### src/rtl/i2c_pkg.sv
// Shared types for the I2C init sequencer: ROM word layout, op codes and FSM states.
package i2c_pkg;

  typedef enum logic [1:0] {
    OP_XFER  = 2'd0,
    OP_DELAY = 2'd1,
    OP_END   = 2'd2,
    OP_RSVD  = 2'd3
  } op_e;

  typedef struct packed {
    op_e        op;
    logic       wen;
    logic [6:0] daddr;
    logic [7:0] addr;
    logic [7:0] data;
  } i2c_cmd_t;

  typedef enum logic [2:0] {
    S_IDLE,
    S_FETCH,
    S_DECODE,
    S_ISSUE,
    S_RESP,
    S_WAIT_DLY,
    S_NEXT,
    S_FIN
  } state_e;

endpackage

### src/rtl/i2c_init_seq.sv
// Table-driven I2C command sequencer: walks an external command ROM and drives a byte-transfer master,
// with inter-command delays, NACK retries, read-back reporting and a final status.
module i2c_init_seq
  import i2c_pkg::*;
#(
  parameter int AW      = 6,
  parameter int RETRIES = 3,
  parameter int DLY_DIV = 12
) (
  input  logic          clk_i,
  input  logic          rst_ni,
  input  logic          srst_i,
  input  logic          start_i,
  output logic          busy_o,
  output logic          done_o,
  output logic          err_o,
  output logic [AW-1:0] err_idx_o,
  output logic          rd_val_o,
  output logic [AW-1:0] rd_idx_o,
  output logic [7:0]    rd_data_o,
  output logic [AW-1:0] tbl_addr_o,
  input  logic [25:0]   tbl_data_i,
  output logic          m_val_o,
  output logic [6:0]    m_daddr_o,
  output logic [7:0]    m_addr_o,
  output logic [7:0]    m_data_o,
  output logic          m_wen_o,
  input  logic          m_rdy_i,
  input  logic          s_val_i,
  input  logic          s_err_i,
  input  logic [7:0]    s_data_i,
  output logic          s_rdy_o
);

  localparam int PW = (DLY_DIV > 1) ? $clog2(DLY_DIV) : 1;
  localparam int TW = (RETRIES > 0) ? $clog2(RETRIES + 1) : 1;
  localparam logic [AW-1:0] IDX_LAST = '1;
  localparam logic [PW-1:0] PRE_LAST = PW'(DLY_DIV - 1);
  localparam logic [TW-1:0] TRY_MAX  = TW'(RETRIES);

  state_e        state_q, state_d;
  logic [AW-1:0] idx_q, idx_d;
  logic [TW-1:0] tries_q, tries_d;
  logic [15:0]   dly_q, dly_d;
  logic [PW-1:0] pre_q, pre_d;
  logic          wen_q, wen_d;
  logic [6:0]    daddr_q, daddr_d;
  logic [7:0]    addr_q, addr_d;
  logic [7:0]    data_q, data_d;
  logic          err_q, err_d;
  logic [AW-1:0] err_idx_q, err_idx_d;
  logic          rd_val_q, rd_val_d;
  logic [AW-1:0] rd_idx_q, rd_idx_d;
  logic [7:0]    rd_data_q, rd_data_d;
  i2c_cmd_t      word;

  assign word = i2c_cmd_t'(tbl_data_i);

  always_comb begin
    state_d   = state_q;
    idx_d     = idx_q;
    tries_d   = tries_q;
    dly_d     = dly_q;
    pre_d     = pre_q;
    wen_d     = wen_q;
    daddr_d   = daddr_q;
    addr_d    = addr_q;
    data_d    = data_q;
    err_d     = err_q;
    err_idx_d = err_idx_q;
    rd_val_d  = 1'b0;
    rd_idx_d  = rd_idx_q;
    rd_data_d = rd_data_q;
    case (state_q)
      S_IDLE: if (start_i) begin
        state_d   = S_FETCH;
        idx_d     = '0;
        tries_d   = '0;
        err_d     = 1'b0;
        err_idx_d = '0;
      end
      S_FETCH: state_d = S_DECODE;
      S_DECODE: begin
        wen_d   = word.wen;
        daddr_d = word.daddr;
        addr_d  = word.addr;
        data_d  = word.data;
        case (word.op)
          OP_XFER: state_d = S_ISSUE;
          OP_DELAY: begin
            dly_d   = {word.addr, word.data};
            pre_d   = '0;
            state_d = ({word.addr, word.data} == 16'd0) ? S_NEXT : S_WAIT_DLY;
          end
          default: state_d = S_FIN;
        endcase
      end
      S_ISSUE: if (m_rdy_i) state_d = S_RESP;
      S_RESP: if (s_val_i) begin
        if (!s_err_i) begin
          if (!wen_q) begin
            rd_val_d  = 1'b1;
            rd_idx_d  = idx_q;
            rd_data_d = s_data_i;
          end
          state_d = S_NEXT;
        end else if (tries_q < TRY_MAX) begin
          tries_d = tries_q + 1'b1;
          state_d = S_ISSUE;
        end else begin
          err_d     = 1'b1;
          err_idx_d = idx_q;
          state_d   = S_FIN;
        end
      end
      // prescaler wraps every DLY_DIV cycles; the unit count ends the wait at its last unit
      S_WAIT_DLY: begin
        if (pre_q == PRE_LAST) begin
          pre_d = '0;
          if (dly_q == 16'd1) state_d = S_NEXT;
          else                dly_d   = dly_q - 16'd1;
        end else begin
          pre_d = pre_q + 1'b1;
        end
      end
      S_NEXT: begin
        tries_d = '0;
        if (idx_q == IDX_LAST) state_d = S_FIN;
        else begin
          idx_d   = idx_q + 1'b1;
          state_d = S_FETCH;
        end
      end
      S_FIN:   state_d = S_IDLE;
      default: state_d = S_IDLE;
    endcase

    // sync reset has the same effect as the async one, one cycle later
    if (srst_i) begin
      state_d   = S_IDLE;
      idx_d     = '0;
      tries_d   = '0;
      dly_d     = '0;
      pre_d     = '0;
      wen_d     = 1'b0;
      daddr_d   = '0;
      addr_d    = '0;
      data_d    = '0;
      err_d     = 1'b0;
      err_idx_d = '0;
      rd_val_d  = 1'b0;
      rd_idx_d  = '0;
      rd_data_d = '0;
    end
  end

  always_ff @(posedge clk_i or negedge rst_ni) begin
    if (!rst_ni) begin
      state_q   <= S_IDLE;
      idx_q     <= '0;
      tries_q   <= '0;
      dly_q     <= '0;
      pre_q     <= '0;
      wen_q     <= 1'b0;
      daddr_q   <= '0;
      addr_q    <= '0;
      data_q    <= '0;
      err_q     <= 1'b0;
      err_idx_q <= '0;
      rd_val_q  <= 1'b0;
      rd_idx_q  <= '0;
      rd_data_q <= '0;
    end else begin
      state_q   <= state_d;
      idx_q     <= idx_d;
      tries_q   <= tries_d;
      dly_q     <= dly_d;
      pre_q     <= pre_d;
      wen_q     <= wen_d;
      daddr_q   <= daddr_d;
      addr_q    <= addr_d;
      data_q    <= data_d;
      err_q     <= err_d;
      err_idx_q <= err_idx_d;
      rd_val_q  <= rd_val_d;
      rd_idx_q  <= rd_idx_d;
      rd_data_q <= rd_data_d;
    end
  end

  assign busy_o     = (state_q != S_IDLE);
  assign done_o     = (state_q == S_FIN);
  assign m_val_o    = (state_q == S_ISSUE);
  assign s_rdy_o    = (state_q == S_RESP);
  assign tbl_addr_o = idx_q;
  assign err_o      = err_q;
  assign err_idx_o  = err_idx_q;
  assign rd_val_o   = rd_val_q;
  assign rd_idx_o   = rd_idx_q;
  assign rd_data_o  = rd_data_q;
  assign m_wen_o    = wen_q;
  assign m_daddr_o  = daddr_q;
  assign m_addr_o   = addr_q;
  assign m_data_o   = data_q;

endmodule
### config.mk
export PLATFORM = sky130hd
export DESIGN_NAME = i2c_init_seq
export DESIGN_NICKNAME = d
export VERILOG_FILES = /design/src/rtl/i2c_pkg.sv /design/src/rtl/i2c_init_seq.sv
export SDC_FILE = /design/constraint.sdc
export NUM_CORES = 1
export LEC_CHECK = 0
export CAP_MARGIN = 20
export CORE_ASPECT_RATIO = 0.9
export CORE_MARGIN = 3
export CORE_UTILIZATION = 53
export CTS_CLUSTER_SIZE = 16
export DETAILED_ROUTE_END_ITERATION = 7
export PLACE_DENSITY_LB_ADDON = 0.25
export SLEW_MARGIN = 20
export SYNTH_ARGS = -nofsm -noshare
export SYNTH_HDL_FRONTEND = slang
export SYNTH_SLANG_ARGS = --single-unit
### constraint.sdc
create_clock -name clk_i -period 6.8 [get_ports clk_i]
set_clock_uncertainty 0.15 [all_clocks]
set_input_delay 1.7 -clock clk_i [delete_from_list [all_inputs] [get_ports clk_i]]
set_output_delay 1.7 -clock clk_i [all_outputs]
set_load 0.005 [all_outputs]
==> results.sh, run 1 <==
export IMPL_hpwlAfterDp_um=7692
export IMPL_criticalPathCategory="in -> reg"
export IMPL_rrSetupSlack_ps=4020
export IMPL_max_stage_delay_ps=830
export IMPL_core_area_mm2=0.006832
export IMPL_grt_max_degree=78
export IMPL_drt_initial_drc_count=215
export IMPL_antenna_found_initial=0
export IMPL_synthTopCellsByCount="nand2_1, dfrtp_1, a21oi_1"
export IMPL_worstSetupPathDepth=7
export IMPL_ys_warn_count=0
export IMPL_drive_above_1_share_pct=6.509
export IMPL_dr_pass1_iters=6
export IMPL_start_util_pct=56.92
export IMPL_tightest_slew_ps=951.3
export IMPL_n_antenna_cell=0
export IMPL_rsz0062_at_grt="false"
export IMPL_fin_crit_sh_pct=61.49
export IMPL_netlist_top_cell_by_area="dfrtp_1"
export IMPL_die_area_mm2=0.008402
export IMPL_ys_seq_area_share_pct=49.55
export IMPL_yosys_top_cells_area="dfrtp_1, nand2_1, a22o_1, a21oi_1, nor2_1"
export IMPL_cts_tree="built"
export IMPL_power_density_mw_per_mm2=264.8
export IMPL_critPathSlowestCell="clkdlybuf4s50_1"
export IMPL_min_period_ps=4182
export IMPL_postCtsSetupRepairBufs=0
export IMPL_endpoint="dly_q[14]"
export IMPL_yosys_area_share_simple_pct=22.97
export IMPL_rows=28
export IMPL_cp_startpoint="srst_i"
export IMPL_root_buffer="clkbuf_8"
export IMPL_reg2reg_from="dly_q[9]"
export IMPL_clk_latency_ps=360
export IMPL_grt_pass1_wl_um=17300
export IMPL_cap_violations=0
export IMPL_hold_path_class="reg -> reg"
export IMPL_nets=548
export IMPL_setup_tns_ps=0
export IMPL_crit_chain="clkdlybuf4s50_1 > buf_4 > nor4bb_1 > nand2_1 > o311ai_4 > nor2_4 > a221o_2"
export IMPL_synth_most_common_cell="nand2_1"
export IMPL_wl_per_cell_um=18.40
export IMPL_synth_edff_count=0
export IMPL_cp_data_required_time_ps=6890
export IMPL_avgSynthCellArea_um2=9.348
export IMPL_grt_pass1_vias=3449
export IMPL_crit_family="buffers and inverters"
export IMPL_async_flop_share_pct=100.0
export IMPL_syn_area_mm2=0.003889
export IMPL_synth_top_family_by_area="simple AND/OR/NAND/NOR gates"
export IMPL_place_area_mm2=0.004883
export IMPL_path_max_fanout=26
export IMPL_path_buf_inv=2
export IMPL_syn_to_final_growth_pct=30.63
export IMPL_cts_made_buffers=9
export IMPL_ys_types=50
export IMPL_viasPerCell=6.104
export IMPL_ctsResizeCount=0
export IMPL_r2r_end="state_q[0]"
export IMPL_synth_xor_area_share_pct=0.2252
export IMPL_synthCells=416
export IMPL_fin_area_mm2=0.005080
export IMPL_routed_wl_um=10990
export IMPL_track_usage_pct=27.11
export IMPL_r2r_cells=5
export IMPL_muxShareOfSynthArea_pct=0.8366
export IMPL_drc=0
export IMPL_peakVddDrop_mv=0.1453
export IMPL_synthAdderAreaFrac_pct=1.609
export IMPL_die_w_um=96.29
export IMPL_pin_count=97
export IMPL_critPathLaunchType="input port"
export IMPL_synth_top_cell_area_share_pct=49.55
export IMPL_hold_viol=0
export IMPL_cts_sinks=77
export IMPL_clock_fmax_ghz=0.2391
export IMPL_p_leak_nw=2.151
export IMPL_maxSlewViolCount=0
export IMPL_synth_compound_area_share_pct=21.69
export IMPL_cts_hold_buf=0
export IMPL_worstSetupEndpointType="flop"
export IMPL_vias=3644
export IMPL_die_height_um=87.26
export IMPL_cp_arrival_ps=4270
export IMPL_relSlewSlack_pct=36.58
export IMPL_outcome="finished clean"
export IMPL_htree_levels=3
export IMPL_clk_pin_slew_ps=90
export IMPL_gp_congestion=0.9375
export IMPL_clk_path_buf_depth=2
export IMPL_synth_seq_cells=77
export IMPL_grt_overflow_total=0
export IMPL_setup_violations_final=0
export IMPL_synth_flop_cell="dfrtp_1"
export IMPL_synth_net_count=462
export IMPL_ant_nets=0
export IMPL_placement_io_buffers=96
## metrics by stage
stage	util, %	hold WS, ps	setup WS [ps]	power [W]	cells
5_1_grt	74.36	375.6	2471	0.001421	597
3_5_place_dp	71.48	333.0	2096	0.001018	580
4_1_cts	74.10	353.5	2416	0.001339	596
2_1_floorplan	-	320.0	3619	0.0008368	416
3_3_place_gp	71.48	317.4	2244	0.001008	580
6_report	74.36	353.3	2618	0.001345	597
## report_power, final
group / internal [W] / switching, W
Sequential: 0.000516 / 0.0000756
Combinational: 0.000195 / 0.000235
Clock: 0.000137 / 0.000186
## registers in the layout, indices dropped and copies added, names as in the netlist
signal      cells
m_data_o        8
tbl_addr_o      6
tries_q         2
rd_idx_o        6
err_o           1
m_daddr_o       7
state_q         3
dly_q          16
pre_q           4
m_addr_o        8
m_wen_o         1
err_idx_o       6
rd_val_o        1
rd_data_o       8
## logic make-up after synthesis
logic type	after synthesis
simple gates	184
compound gates	116
fa+ha+maj	5
buf+inv	30
mux	3
xor+xnor	1
flops	77
## area by class of cell
cell class,instances,area [um^2]
flip-flops and latches,77,1927
multi-input cells,309,1847
fillers,506,1752
repair buffers,101,999.7
clock buffers,9,123.9
well taps,90,112.6
clock inverters,7,55.05
inverters,4,15.01
## worst reg2reg max path, cell delays in order (launching register included)
cell,delay (ps)
dfrtp_1,400
or4_1,620
nor2_1,190
nand4_1,550
a211o_1,510
mux2_2,280
## worst min-delay path by stage
stage	from	end	slack (ps)	cells past startpoint
2_1_floorplan	tries_q[1]	tries_q[1]	320	1
3_3_place_gp	err_o	err_o	320	1
3_5_place_dp	err_o	err_o	330	1
4_1_cts	err_o	err_o	350	1
5_1_grt	rd_data_o[1]	rd_data_o[1]	380	1
6_report	err_o	err_o	350	1
## layer usage
metal  wire length [um]  global-route usage [%]  vias up
met3               1093                   8.902       20
met1               4670                   37.43     1730
met2               5082                   41.07      193
met4                141                   7.771        0
li1                   -                       -     1701
met5                  0                       0        -
## cells in the final DEF, fill, tap and decap left out, drive strengths merged, types with 5 or more instances in the layout
cell type,n
nand3b,5
a32o,6
clkbuf,9
dfrtp,77
nor3b,6
nand3,7
buf,6
o31ai,10
a22o,26
inv,8
nor2,26
clkdlybuf4s50,95
nor4,11
o21ai,13
nor3,9
or3,5
nand2b,7
a21oi,35
nand2,87
ha,5
No activity file was read; power rests on OpenSTA's default activity.
==> run 2, diff against run 1 <==
--- a/config.mk
+++ b/config.mk
@@ -8,7 +8,7 @@
 export CAP_MARGIN = 20
 export CORE_ASPECT_RATIO = 0.9
 export CORE_MARGIN = 3
-export CORE_UTILIZATION = 53
+export CORE_UTILIZATION = 49
 export CTS_CLUSTER_SIZE = 16
 export DETAILED_ROUTE_END_ITERATION = 7
 export PLACE_DENSITY_LB_ADDON = 0.25
==> constraint.sdc (replaced) <==
create_clock -name clk_i -period 4.22 [get_ports clk_i]
set_clock_uncertainty 0.15 [all_clocks]
set_input_delay 1.055 -clock clk_i [delete_from_list [all_inputs] [get_ports clk_i]]
set_output_delay 1.055 -clock clk_i [all_outputs]
set_load 0.005 [all_outputs]
==> results.sh, run 2 (synthesized netlist as in run 1, its figures left out) <==
export IMPL_grt_max_degree=78
export IMPL_worstSetupPathDepth=3
export IMPL_cp_arrival_ps=1890
export IMPL_root_buffer="clkbuf_8"
export IMPL_worstSetupEndpointType="output port"
export IMPL_p_seq_share_pct=44.2
export IMPL_syn_to_final_growth_pct=30.92
export IMPL_dr_pass1_iters=4
export IMPL_p_leak_nw=2.159
export IMPL_cp_startpoint="state_q[1]"
export IMPL_min_period_ps=3094
export IMPL_relSlewSlack_pct=27.73
export IMPL_p_int_w=0.001366
export IMPL_rrSetupSlack_ps=1540
export IMPL_met3RoutedLength_um=854
export IMPL_grt_overflow_total=0
export IMPL_path_buf_inv=1
export IMPL_htree_levels=3
export IMPL_r2r_end="dly_q[3]"
export IMPL_drt_initial_drc_count=251
export IMPL_die_area_mm2=0.009043
export IMPL_cap_violations=0
export IMPL_cts_sinks=77
export IMPL_track_usage_pct=23.56
export IMPL_criticalPathCategory="reg -> out"
export IMPL_grt_pass1_wl_um=17090
export IMPL_timing_hold_ws_ps=360.2
export IMPL_cts_hold_buf=0
export IMPL_die_height_um=90.52
export IMPL_fill_cells=624
export IMPL_outcome="finished clean"
export IMPL_antenna_found_initial=0
export IMPL_layout_setup_ws_ps=1126
export IMPL_ctsResizeCount=0
export IMPL_crit_family="flip-flops"
export IMPL_setup_tns_ps=0
export IMPL_rsz0062_at_grt="false"
export IMPL_viasPerCell=5.891
export IMPL_hpwlAfterDp_um=7390
export IMPL_maxSlewViolCount=0
export IMPL_crit_chain="nor2_1 > and2_1 > clkdlybuf4s50_1"
export IMPL_pwr_share_comb_pct=31.6
export IMPL_dp_slack_ps=696.9
export IMPL_power_switching_share_pct=36.58
export IMPL_endpoint="s_rdy_o"
export IMPL_power_density_mw_per_mm2=423.1
export IMPL_drc=0
export IMPL_nets=549
export IMPL_wl_met2_um=4791
export IMPL_largest_reg_flops=16
export IMPL_rows=30
export IMPL_clockPowerShare_pct=24.1
export IMPL_final_common_cell="clkdlybuf4s50_1"
export IMPL_core_area_mm2=0.007620
export IMPL_clock_fmax_ghz=0.3232
export IMPL_fin_crit_sh_pct=73.32
export IMPL_start_util_pct=51.03
export IMPL_critPathLaunchType="flop"
export IMPL_peakVddDrop_mv=0.2121
export IMPL_reg2reg_from="dly_q[12]"
export IMPL_multi_input_area_mm2=0.001847
export IMPL_seq_area_mm2=0.001927
export IMPL_drive_above_1_share_pct=6.693
export IMPL_met1_length_um=4806
export IMPL_setup_violations_final=0
export IMPL_place_area_mm2=0.004906
export IMPL_die_w_um=99.91
export IMPL_clk_latency_ps=360
export IMPL_clk_path_buf_depth=2
export IMPL_postCtsSetupRepairBufs=0
export IMPL_layout_common_cells="clkdlybuf4s50_1, nand2_1, dfrtp_1"
export IMPL_max_stage_delay_ps=550
export IMPL_placement_io_buffers=96
export IMPL_vias=3558
export IMPL_r2r_cells=5
export IMPL_top_register="dly_q"
export IMPL_hold_depth=1
export IMPL_critPathSlowestCell="dfrtp_1"
export IMPL_clk_pin_slew_ps=80
export IMPL_p_switching_w=0.0007881
export IMPL_total_power_w=0.002154
export IMPL_path_max_fanout=15
export IMPL_wl_per_cell_um=17.52
export IMPL_n_antenna_cell=0
export IMPL_fin_area_mm2=0.005091
export IMPL_cp_data_required_time_ps=3010
export IMPL_grt_pass1_vias=3342
export IMPL_gp_congestion=0.9081
export IMPL_ant_nets=0
export IMPL_pin_count=97
export IMPL_top_layer="met4"
export IMPL_tightest_slew_ps=1081
export IMPL_hold_viol=0
export IMPL_cts_tree="built"
export IMPL_cts_made_buffers=9
export IMPL_routed_wl_um=10580
export IMPL_hold_path_class="reg -> reg"
run 2: cell count changes in the layout (fill, tap and decap cells not counted):
| cell | change |
|---|---|
| buf_4 | +2 |
| inv_8 | +1 |
| clkinvlp_4 | -1 |
| clkinv_2 | +1 |
| inv_6 | -1 |
| buf_6 | -1 |
run 2: metrics by stage:
stage / cells / util (%)
after floorplan: 416 / -
after global placement: 588 / 64.38
after detailed placement: 588 / 64.38
after CTS: 604 / 66.73
after global routing: 604 / 66.81
final: 604 / 66.81
run 2: power by group through the flow:
| stage | registers (W) | clock network [W] | logic [W] |
|---|---|---|---|
| finish | 0.000953 | 0.000520 | 0.000682 |
| global route | 0.000968 | 0.000564 | 0.000753 |
| CTS | 0.000949 | 0.000530 | 0.000680 |
| detailed placement | 0.000961 | 0 | 0.000673 |
| global placement | 0.000960 | 0 | 0.000663 |
| floorplan | 0.000915 | 0 | 0.000434 |
run 2: per-layer routing:
metal	vias up	GRT usage, %
met3	14	7.336
li1	1701	-
met1	1712	34.71
met4	0	4.437
met2	131	34.50
met5	-	0
run 2: final cells by class:
| cell class | count | share of cell area (%) |
|---|---|---|
| Tap cell | 96 | 2.359 |
| Clock inverter | 7 | 1.081 |
| Multi-Input combinational cell | 309 | 36.27 |
| Sequential cell | 77 | 37.85 |
| Timing Repair Buffer | 102 | 19.71 |
| Inverter | 4 | 0.2949 |
| Clock buffer | 9 | 2.433 |
run 2: how the worst min path moves through the flow:
| stage | start | endpoint | slack [ps] |
|---|---|---|---|
| after global placement | err_o | err_o | 320 |
| after global routing | err_idx_o[4] | err_idx_o[4] | 380 |
| after floorplan | tries_q[1] | tries_q[1] | 320 |
| after CTS | err_idx_o[5] | err_idx_o[5] | 360 |
| after detailed placement | rd_data_o[1] | rd_data_o[1] | 340 |
| final | rd_data_o[6] | rd_data_o[6] | 360 |
==> edit 1 (settings of run 2) <==
The 8 states of `state_e` get a Gray code encoding in 3 bits.
--- a/src/rtl/i2c_pkg.sv
+++ b/src/rtl/i2c_pkg.sv
@@ -19,10 +19,10 @@
   typedef enum logic [2:0] {
-    S_IDLE,
-    S_FETCH,
-    S_DECODE,
-    S_ISSUE,
-    S_RESP,
-    S_WAIT_DLY,
-    S_NEXT,
-    S_FIN
+    S_IDLE     = 3'b000,
+    S_FETCH    = 3'b001,
+    S_DECODE   = 3'b011,
+    S_ISSUE    = 3'b010,
+    S_RESP     = 3'b110,
+    S_WAIT_DLY = 3'b111,
+    S_NEXT     = 3'b101,
+    S_FIN      = 3'b100
   } state_e;
Formal check against the unedited RTL: same outputs for any inputs over 10 cycles, from zero or initial values and one cycle with rst_ni low; not proved beyond that.
==> edit 1 against run 2 <==
Sequential share of layout area is 0.37 points higher; area after synthesis is 2.6% lower; core utilization is 2.7 points higher; design area is 0.96% lower; sequential cell count stayed put; fmax is 5.5% lower; via count is 3.5% lower; setup slack worse by 0.18 ns; wire length is 3.5% lower; first-iteration DRC count is 11% higher; critical path type unchanged; critical endpoint unchanged; largest cell class unchanged; highest routed layer unchanged.
Power is not compared: it rests on default switching activity, and its combinational part moved more than twofold at a synthesized area within 25%.
==> edit 1: results (changes against run 2) <==
Clock tree
  • Clock buffer depth: 2 (unchanged)
  • CTS Buf Count: 9 (unchanged)
  • CTS Root Cell: clkbuf_8
  • Worst skew pair latency: ~0.35 ns
  • Htree depth: 3 (unchanged)
  • Clock-pin slew on the worst setup and hold paths: approximately 0.090 ns
  • Postcts setup bufs: 0 (unchanged)
  • Resized cells post-CTS: 0 (unchanged)

Min path
  • Hold Path Depth: 1 (unchanged)
  • Hold WC Path Type: register to register
  • Hold wc startpoint: err_o
  • Hold Path End: err_o

Yosys
  • Syn_nets: 414 (-10%)
  • Synth cell count leaders: 77 x dfrtp_1, 49 x a22o_1, 33 x nand2_1
  • Synth Warn #: 0 (unchanged)
  • Post-synthesis sequential area ratio: 0.509 (+0.0134)
  • Syn_area_per_cell: 10.3 µm² (+10%)
  • Async SR Flop Fraction: 1.00 (unchanged)
  • Yosys cell types: 51 (+2.0%)
  • Synth area leaders: dfrtp_1 51%, a22o_1 11%, nand2_1 3.3%, a21oi_1 2.1%, o21ai_1 2.0%

Placed design
  • Worst setup slack after placement: 0.856 ns (+0.159 ns)
  • Post-Place Cell Area: 0.00484 mm² (-1.4%)
  • DP HPWL: 7420 µm (+0.40%)
  • GPL Wtd Cong: 0.900 (-0.91%)
  • PortBufs: 96 (unchanged)
  • Placed Cells: 544 (-7.5%)

Global route
  • GRT Overall Usage: 0.238 (+0.00240)
  • Global-route wire length before repair: 16700 µm (-2.0%)
  • Number of global-route vias before repair: 3244 (-2.9%)
  • Initial antenna violation count: 0 (unchanged)
  • Largest net degree at the start of global routing: 78 (unchanged)

Cells and area
  • Max reg flops: 16 (unchanged)
  • NumNets Final: 508 (-7.5%)
  • Share of layout cells above drive strength 1: 0.0707 (+0.00373)
  • N_diodes: 0 (unchanged)
  • Biggest register: dly_q
  • Fillers: 577 (-7.5%)

Worst setup path
  • R2r setup slk: 1.76 ns (+0.22 ns)
  • Arrival time worst endpoint: 2.07 ns (+0.18 ns)
  • R2r startpoint: state_q[0]
  • Worst reg2reg endpoint: state_q[2]
  • Depth of the worst register-to-register path: 6 (+1)
  • Max FO, Critical Path: 21 (+6)

Run status
  • Status: completed

Power
  • Lkg Pwr: approximately 2.2 nW
  • Combinational power: 0.000332 W
  • Peak supply drop: 0.000243 V
  • Psw: ~0.00052 W
  • Clk pwr share: 0.331
  • Total power per unit cell area: between 300 and 400 mW/mm²

Drt
  • First-pass DRT Iterations: 5 (+1)
  • Starting DRC count in detailed routing: 279 (+11%)
  • DR WL/cell: 18.2 µm (+4.1%)
  • Vias: 3432 (-3.5%)
  • DR vias/cell: 6.13 (+4.0%)

STA
  • Relative slew slack: 0.374 (+0.0962)
  • Worst hold slack: 0.341 ns (-0.0187 ns)
## edit 1: changes by cell type after synthesis, moves of 7 or more
cell	before	now
a21oi_1	35	16
a22o_1	26	49
clkbuf_1	24	11
nand2_1	87	33
nor2_1	25	18
o21ai_1	0	15
o31ai_1	10	2
## edit 1: worst max path at each step
stage               slack, ns  cells past startpoint         to        from
floorplan                1.65                      7   dly_q[2]      srst_i
global placement         0.90                      7  dly_q[15]      srst_i
detailed placement       0.86                      7  dly_q[15]      srst_i
CTS                      0.95                      3    s_rdy_o  state_q[0]
global route             0.82                      3    s_rdy_o  state_q[1]
finish                   0.94                      3    s_rdy_o  state_q[0]
## edit 1: per-layer routing
| layer | up-vias | GRT usage | share of wire |
|---|---|---|---|
| li1 | 1608 | - | - |
| met1 | 1670 | 0.357 | 0.46 |
| met2 | 147 | 0.358 | 0.45 |
| met3 | 7 | 0.0569 | 0.081 |
| met4 | 0 | 0.0422 | 0.0056 |
| met5 | - | 0 | 0 |
## edit 1: cell type report
class,count,area [µm²],area share
clock buffers,10,138,0.0273
repair buffers,103,1010,0.200
multi-input cells,264,1760,0.348
flip-flops and latches,77,1930,0.382
well taps,93,116,0.0231
inverters,7,26.3,0.00521
clock inverters,6,68.8,0.0136
## edit 1: kinds of logic (layout without fill, tap and decap cells)
kind of cell,Yosys count,count (layout),share of synthesized area
compound gates,121,121,0.235
xor+xnor,2,2,0.00463
fa+ha+maj,5,5,0.0165
buf+inv,27,126,0.0288
flops,77,77,0.509
mux,5,5,0.0142
simple gates,131,131,0.192
## edit 1: critical path: stages (launching register included)
cell	delay (ns)
dfrtp_1	0.62
nand3b_1	0.39
inv_1	0.17
clkdlybuf4s50_1	0.53
==> edit 2 (config.mk and constraints of run 2) <==
Made on the original files. `DLY_DIV`: 12 -> 13.
--- a/src/rtl/i2c_init_seq.sv
+++ b/src/rtl/i2c_init_seq.sv
@@ -7,3 +7,3 @@
   parameter int RETRIES = 3,
-  parameter int DLY_DIV = 12
+  parameter int DLY_DIV = 13
 ) (
Formal check against the unedited RTL: no difference found for any inputs over 10 cycles, from zero or initial values and one cycle with rst_ni low; that may be too few to reach the edited logic, so the function may still have changed.
==> edit 2 against run 2 <==
Critical path depth unchanged; area after synthesis grew 3.1%; sequential cell count unchanged; die area rose by 2.9%; design area grew 1.4%; setup slack lost 0.14 ns; wire length rose by 1.5%; count of clock-buffer cells in the layout did not move; non-clock buffer count down 3.
Power is not compared: it rests on default switching activity, and its combinational part moved more than twofold at a synthesized area within 25%.
==> edit 2: results (changes against run 2) <==
STA
  • Slew at the pin closest to its max-slew limit: 1.02 ns (-0.0643 ns)

Worst setup path
  • Max FO, Critical Path: 20 (+5)
  • Arrival time worst endpoint: 2.03 ns (+0.14 ns)

Drt
  • Starting DRC count in detailed routing: 346 (+38%)
  • DR vias/cell: 6.05 (+2.7%)
  • DR WL/cell: 17.7 µm (+1.1%)
  • Vias: 3666 (+3.0%)
  • First-pass DRT Iterations: 5 (+1)

Yosys
  • Syn_nets: 466 (+0.87%)
  • Synth area leaders: dfrtp_1 48%, nand2_1 6.4%, a22o_1 5.7%, a21oi_1 5.5%, nor2_1 2.6%
  • Synth cell count leaders: 77 x dfrtp_1, 68 x nand2_1, 44 x a21oi_1
  • Post-synthesis sequential area ratio: 0.481 (-0.0148)

Global route
  • Number of global-route vias before repair: 3429 (+2.6%)
  • Global-route wire length before repair: 17600 µm (+3.1%)
  • GRT Overall Usage: 0.237 (+0.000887)

Placed design
  • GPL Wtd Cong: 0.897 (-1.2%)
  • DP HPWL: 7420 µm (+0.47%)
  • Worst setup slack after placement: 1.18 ns (+0.487 ns)
  • Placed Cells: 590 (+0.34%)
  • PortBufs: 96 (unchanged)

Power
  • Clk pwr share: 0.336
  • Lkg Pwr: approximately 2.2 nW

Cells and area
  • Share of layout cells above drive strength 1: 0.0824 (+0.0154)
  • Fillers: 605 (-3.0%)

Clock tree
  • Resized cells post-CTS: 0 (unchanged)
  • Worst skew pair latency: 0.38 ns (+0.02 ns)

Run status
  • Status: completed
## edit 2: cell count changes after synthesis, moves of 5 or more
cell      delta
o21ai_0      +5
buf_2        +7
nand2_1     -19
o31ai_1      -8
o21ai_1      +8
clkbuf_1    -12
a21oi_1      +9
## edit 2: cell type report
| class | instances | area [µm²] | share of cell area |
|---|---|---|---|
| clock buffers | 9 | 124 | 0.0240 |
| clock inverters | 7 | 57.6 | 0.0111 |
| inverters | 6 | 22.5 | 0.00436 |
| multi-input cells | 312 | 1940 | 0.375 |
| flip-flops and latches | 77 | 1930 | 0.373 |
| well taps | 96 | 120 | 0.0233 |
| repair buffers | 99 | 976 | 0.189 |
## edit 2: critical path, stage by stage, from the launching register on
cell and delay, ns:
dfrtp_1 0.63, nor2b_1 0.32, and2_1 0.20, clkdlybuf4s50_1 0.51
## edit 2: path summary, 6_finish.rpt
check | to | cells after the start | startpoint | slack, ns
worst min-delay path | err_o | 1 | err_o | 0.34
worst max-delay path | m_val_o | 3 | state_q[2] | 0.99
max in group asynchronous | dly_q[6] | 1 | rst_ni | 2.58
min in group asynchronous | m_data_o[3] | 1 | rst_ni | 0.67
worst min register to register | err_o | 1 | err_o | 0.34
worst max register to register | state_q[1] | 5 | state_q[2] | 1.75
## edit 2: kinds of logic after synthesis
group | synth area share
muxes | 0.00811
AOI/OAI and AO/OA | 0.217
adders and majority gates | 0.0187
xor gates and xnor gates | 0.00437
DFF | 0.481
and+or+nand+nor | 0.235
buffers and inverters | 0.0362
## edit 2: routing by layer
metal	global-route usage	wire (µm)	share of wire	vias to the layer above
met1	0.358	4960	0.46	1776
met5	0	0	0	-
met2	0.341	4810	0.45	167
li1	-	-	-	1707
met3	0.0510	836	0.078	16
met4	0.0653	131	0.012	0
